--- src/rtl/commit_trace_buffer.sv ---
// Commit trace buffer: records retired instructions into a small FIFO with
// cycle/retire stamps, optional filtering and a drop-newest or overwrite-oldest full policy.
module commit_trace_buffer #(
  parameter int XLEN      = 32,
  parameter int DEPTH     = 16,
  parameter int CNT_W     = 32,
  parameter int OVERWRITE = 0
) (
  input  logic                       clk,
  input  logic                       rst,
  input  logic                       commit_valid,
  input  logic [XLEN-1:0]            commit_pc,
  input  logic                       commit_reg_write,
  input  logic [4:0]                 commit_rd,
  input  logic [XLEN-1:0]            commit_wdata,
  input  logic                       commit_mem_read,
  input  logic                       commit_mem_write,
  input  logic [XLEN-1:0]            commit_addr,
  input  logic [XLEN-1:0]            commit_mdata,
  input  logic                       filter_en,
  input  logic                       freeze,
  input  logic                       clear,
  input  logic                       out_ready,
  output logic                       out_valid,
  output logic [CNT_W-1:0]           out_inum,
  output logic [CNT_W-1:0]           out_cycle,
  output logic [XLEN-1:0]            out_pc,
  output logic [XLEN-1:0]            out_wdata,
  output logic [XLEN-1:0]            out_addr,
  output logic [XLEN-1:0]            out_mdata,
  output logic [4:0]                 out_rd,
  output logic [2:0]                 out_flags,
  output logic [$clog2(DEPTH):0]     level,
  output logic [CNT_W-1:0]           drop_count,
  output logic [CNT_W-1:0]           inst_count
);
  localparam int PTR_W = $clog2(DEPTH);
  localparam int LVL_W = PTR_W + 1;
  localparam logic [LVL_W-1:0] FULL_LVL = LVL_W'(DEPTH);

  logic [XLEN-1:0]  pcMem    [DEPTH];
  logic [XLEN-1:0]  wdataMem [DEPTH];
  logic [XLEN-1:0]  addrMem  [DEPTH];
  logic [XLEN-1:0]  mdataMem [DEPTH];
  logic [CNT_W-1:0] inumMem  [DEPTH];
  logic [CNT_W-1:0] cycleMem [DEPTH];
  logic [4:0]       rdMem    [DEPTH];
  logic [2:0]       flagsMem [DEPTH];

  logic [PTR_W-1:0] wrPtr, rdPtr;
  logic [LVL_W-1:0] count;
  logic [CNT_W-1:0] cycleCnt, instCnt, dropCnt;

  logic recordable, isFull, doPop, doWrite, overwriteHead, dropEntry;

  // NOTE: every always_comb output gets a default first so no path leaves it unassigned (no latch).
  always_comb begin
    recordable    = commit_valid && !freeze && !clear &&
                    (!filter_en || commit_reg_write || commit_mem_write);
    isFull        = (count == FULL_LVL);
    doPop         = (count != '0) && out_ready && !clear;
    doWrite       = recordable;
    overwriteHead = 1'b0;
    dropEntry     = 1'b0;
    // A simultaneous pop frees a slot, so only a pop-less push into a full buffer loses data.
    if (recordable && isFull && !doPop) begin
      dropEntry = 1'b1;
      if (OVERWRITE != 0) overwriteHead = 1'b1;
      else                doWrite       = 1'b0;
    end
  end

  // NOTE: sequential state uses non-blocking assignments so all registers update from pre-edge values.
  always_ff @(posedge clk or posedge rst) begin
    if (rst) begin
      wrPtr    <= '0;
      rdPtr    <= '0;
      count    <= '0;
      cycleCnt <= '0;
      instCnt  <= '0;
      dropCnt  <= '0;
    end else if (clear) begin
      wrPtr    <= '0;
      rdPtr    <= '0;
      count    <= '0;
      cycleCnt <= '0;
      instCnt  <= '0;
      dropCnt  <= '0;
    end else begin
      cycleCnt <= cycleCnt + CNT_W'(1);
      if (commit_valid) instCnt <= instCnt + CNT_W'(1);
      if (dropEntry && (dropCnt != '1)) dropCnt <= dropCnt + CNT_W'(1);
      if (doWrite) wrPtr <= wrPtr + PTR_W'(1);
      if (doPop || overwriteHead) rdPtr <= rdPtr + PTR_W'(1);
      if (doWrite && !doPop && !overwriteHead) count <= count + LVL_W'(1);
      else if (doPop && !doWrite)              count <= count - LVL_W'(1);
    end
  end

  // NOTE: the entry storage has no reset; validity is tracked by count alone.
  always_ff @(posedge clk) begin
    if (doWrite) begin
      pcMem[wrPtr]    <= commit_pc;
      wdataMem[wrPtr] <= commit_wdata;
      addrMem[wrPtr]  <= commit_addr;
      mdataMem[wrPtr] <= commit_mdata;
      inumMem[wrPtr]  <= instCnt;
      cycleMem[wrPtr] <= cycleCnt;
      rdMem[wrPtr]    <= commit_rd;
      flagsMem[wrPtr] <= {commit_mem_write, commit_mem_read, commit_reg_write};
    end
  end

  assign out_valid  = (count != '0);
  assign out_inum   = inumMem[rdPtr];
  assign out_cycle  = cycleMem[rdPtr];
  assign out_pc     = pcMem[rdPtr];
  assign out_wdata  = wdataMem[rdPtr];
  assign out_addr   = addrMem[rdPtr];
  assign out_mdata  = mdataMem[rdPtr];
  assign out_rd     = rdMem[rdPtr];
  assign out_flags  = flagsMem[rdPtr];
  assign level      = count;
  assign drop_count = dropCnt;
  assign inst_count = instCnt;

endmodule

--- config.mk ---
export PLATFORM = sky130hd
export DESIGN_NAME = commit_trace_buffer
export DESIGN_NICKNAME = d
export VERILOG_FILES = /design/src/rtl/commit_trace_buffer.sv
export SDC_FILE = /design/constraint.sdc
export NUM_CORES = 2
export LEC_CHECK = 0
export CAP_MARGIN = 25
export CORE_ASPECT_RATIO = 1.1
export CORE_MARGIN = 4
export CORE_UTILIZATION = 45
export CTS_CLUSTER_SIZE = 28
export DETAILED_ROUTE_END_ITERATION = 16
export HOLD_SLACK_MARGIN = 0.15
export PLACE_DENSITY = 0.59
export SLEW_MARGIN = 10
export SYNTH_ARGS = -nofsm -noshare
export SYNTH_HDL_FRONTEND = slang
export SYNTH_SLANG_ARGS = --single-unit
--- constraint.sdc ---
create_clock -name clk -period 32.2 [get_ports clk]
set_input_delay 3.22 -clock clk [delete_from_list [all_inputs] [get_ports clk]]
set_output_delay 3.22 -clock clk [all_outputs]
set_load 0.01 [all_outputs]
==> impl_results.md <==
* Crit Path Max Fanout at 50
* GRT Total Usage at 22.3%
* Die height at 567 µm
* Library cells used by synthesis at 51
* F_max at 95.8 MHz
* Worst r2r path cells at 8
* Final Hold Vio Count at 0
* Vias in the first global route at 67175
* Max_slew headroom at 10.8%
* Antenna violations before repair at 50
* Vias per cell at 5.99
* Post-route ant nets at 0
* Clock root buffer: clkbuf_16
* Worst EP arrival at 7.22 ns
* Clock buffer depth at 4
* Design area at 0.148 mm²
* Router iterations before antenna repair at 6
* DIE AREA at 0.292 mm²
* Share of synthesized flip-flops with an asynchronous set or reset at 3.29%
* Max cap viols at 0
* YS warnings at 0
* Global-route wire length before repair at 477000 µm
* Final cell count without fillers at 11111
* Clock Skew at 0.0609 ns
* Port buffer count at 412
* Final Hold Slack at 0.576 ns
* Synth Area per Inst at 19.4 µm²
* Core area at 0.282 mm²
* FF+latch count, synth at 3309
* Fin. max-slew vios at 0
* Leak Pwr at 46.7 nW
* DR WL met3 at 24300 µm
* Final setup TNS at 0 ns
* Mapped Area at 0.128 mm²
* Largest net degree at the start of global routing at 138
* Gpl congestion at 0.748
* Post-Syn Nets at 6732
* WL met2 at 158000 µm
* Layout Nets at 7273
* Vias at 66540
* Commonest non-fill, non-tap cell in the layout: edfxtp_1
* H-tree Lvls at 5
* Initial DRC Count at 6110
* Area delta synth->final at 15.8%
* Share of post-route cells with drive strength above 1 at 17.2%
* DIE WIDTH at 516 µm
* CTS tree: done
* Worst Setup End Kind: output pin
* Number of post-CTS setup repair buffers at 0
* Number of buffers created by CTS at 346
* Syn Inst Count at 6576
* Total Wirelength at 333000 µm
* Row cnt at 204
* Skew-Pair Late Insertion Delay at 0.90 ns
* Ports at 413
* Main flop type after synthesis: edfxtp_1
* Post-synthesis sequential area ratio at 77.4%
* Initial Utilization at 45.3%
* Post-DP HPWL at 165000 µm
* Crit path required time at 28.98 ns
* Clock sink count at 3309
* WL/cell at 30.0 µm
* Max IR drop VDD at 0.0507 mV
* Status: completed
* WL met1 at 142000 µm
* Final period util at 32.4%
* CP Class: reg -> out
* Critical Path Start Type: register
* PostCTS Resize Cnt at 0
* Commonest non-fill, non-tap cells in the layout: 3200 x edfxtp_1, 604 x mux2i_1, 417 x o21ai_0, 411 x clkdlybuf4s50_1, 401 x mux4_2
* Highest Signal Layer: met5
* Actual slew at the worst max-slew pin at 1.34 ns
* Number of flops mapped to enable cells by yosys at 3200
* PD cells at 70.1 mW/mm²
* # hold bufs at CTS at 0
* Drt drc at 0
* Placed Instances at 10469
* RSZ-0062 raised after global routing: no
* Min Tclk post-route at 10.44 ns
* Setup violators final at 0
* Total grt overflow at 0
* Clock slew at reported path FFs at 0.06 ns
* Placed cell areas at 0.136 mm²
* Hold Path Depth at 2
* Worst min path class: reg -> reg
## critical path: stages (launching register included)
cell	delay, ns
dfrtp_4	0.77
buf_4	0.78
buf_4	0.81
nand2b_4	0.67
buf_4	0.61
buf_4	0.59
buf_12	0.29
o21ai_0	0.15
a21oi_1	0.24
o21ai_0	0.13
nand2_1	0.38
clkdlybuf4s50_1	0.62
## cells by family (layout without fill, tap and decap cells)
family          after synthesis  in the layout  share of synthesized area, %
flops                      3309           3309                          77.4
mux                        1207           1207                          13.6
compound gates             1083           1083                          5.30
simple gates                517            517                          1.91
buf+inv                     384           1191                          1.21
xor+xnor                     63             63                         0.432
fa+ha+maj                    13             13                         0.133
other cells                   0             20                             0
## layout make-up
class	instances	area (µm²)
Fill cell	22076	134000
Sequential cell	3309	98800
Multi-Input combinational cell	2883	27400
Clock buffer	434	9260
Timing Repair Buffer	553	5580
Tap cell	3708	4640
Clock inverter	180	1970
Inverter	24	95.1
Antenna cell	20	50.0
## cell usage after synthesis (14+ instances only)
cell type / n / area share, %
inv_1: 24 / 0.071
buf_2: 83 / 0.33
buf_1: 33 / 0.097
a221oi_1: 199 / 1.4
a22oi_1: 201 / 1.2
o21ai_0: 417 / 1.6
mux4_2: 401 / 7.1
mux2i_1: 604 / 4.7
edfxtp_1: 3200 / 75
nand3_1: 34 / 0.13
nand2_1: 248 / 0.73
xor2_1: 38 / 0.26
or3_1: 24 / 0.12
nand4_1: 28 / 0.14
dfrtp_1: 109 / 2.1
or4_1: 15 / 0.088
nor2_1: 90 / 0.26
mux2_2: 202 / 1.8
o31ai_1: 14 / 0.082
clkbuf_1: 244 / 0.72
nor4_1: 16 / 0.078
a21oi_1: 237 / 0.93
xnor2_1: 25 / 0.17
## per-stage QoR
stage | total power [mW] | util (%) | worst slack (ns)
floorplan | 5.93 | - | 8.07
global route | 10.7 | 52.5 | 21.38
detailed placement | 6.50 | 48.4 | 22.51
global placement | 6.49 | 48.4 | 22.61
CTS | 10.5 | 52.4 | 21.53
finish | 10.4 | 52.5 | 21.76
## routing by layer
| layer | vias to the layer above | GRT usage (%) |
|---|---|---|
| met2 | 2324 | 35.2 |
| met3 | 513 | 4.67 |
| li1 | 28130 | - |
| met5 | - | 0 |
| met4 | 26 | 5.84 |
| met1 | 35547 | 31.9 |
## path summary, 6_finish.rpt
check	end	from	slack, ns
worst max-delay path	out_cycle[29]	rdPtr[1]	21.76
worst min-delay path	wrPtr[1]	wrPtr[1]	0.58
worst max register to register	pcMem[10][11]	level[0]	27.25
worst min register to register	wrPtr[1]	wrPtr[1]	0.58
max in group asynchronous	inst_count[19]	rst	28.45
min in group asynchronous	level[0]	rst	2.75
## registers in the layout, summed over array words and instances (netlist names)
register	flops
addrMem	512
cycleCnt	32
cycleMem	512
drop_count	32
flagsMem	48
inst_count	32
inumMem	512
level	5
mdataMem	512
pcMem	512
rdMem	80
rdPtr	4
wdataMem	512
wrPtr	4
## power breakdown
part,switching [mW],total [mW],internal [mW]
Combinational,0.840,1.65,0.813
Clock,1.64,3.96,2.32
Sequential,0.0251,4.75,4.72
Total,2.51,10.4,7.85
(Power assumes the default switching activity.)
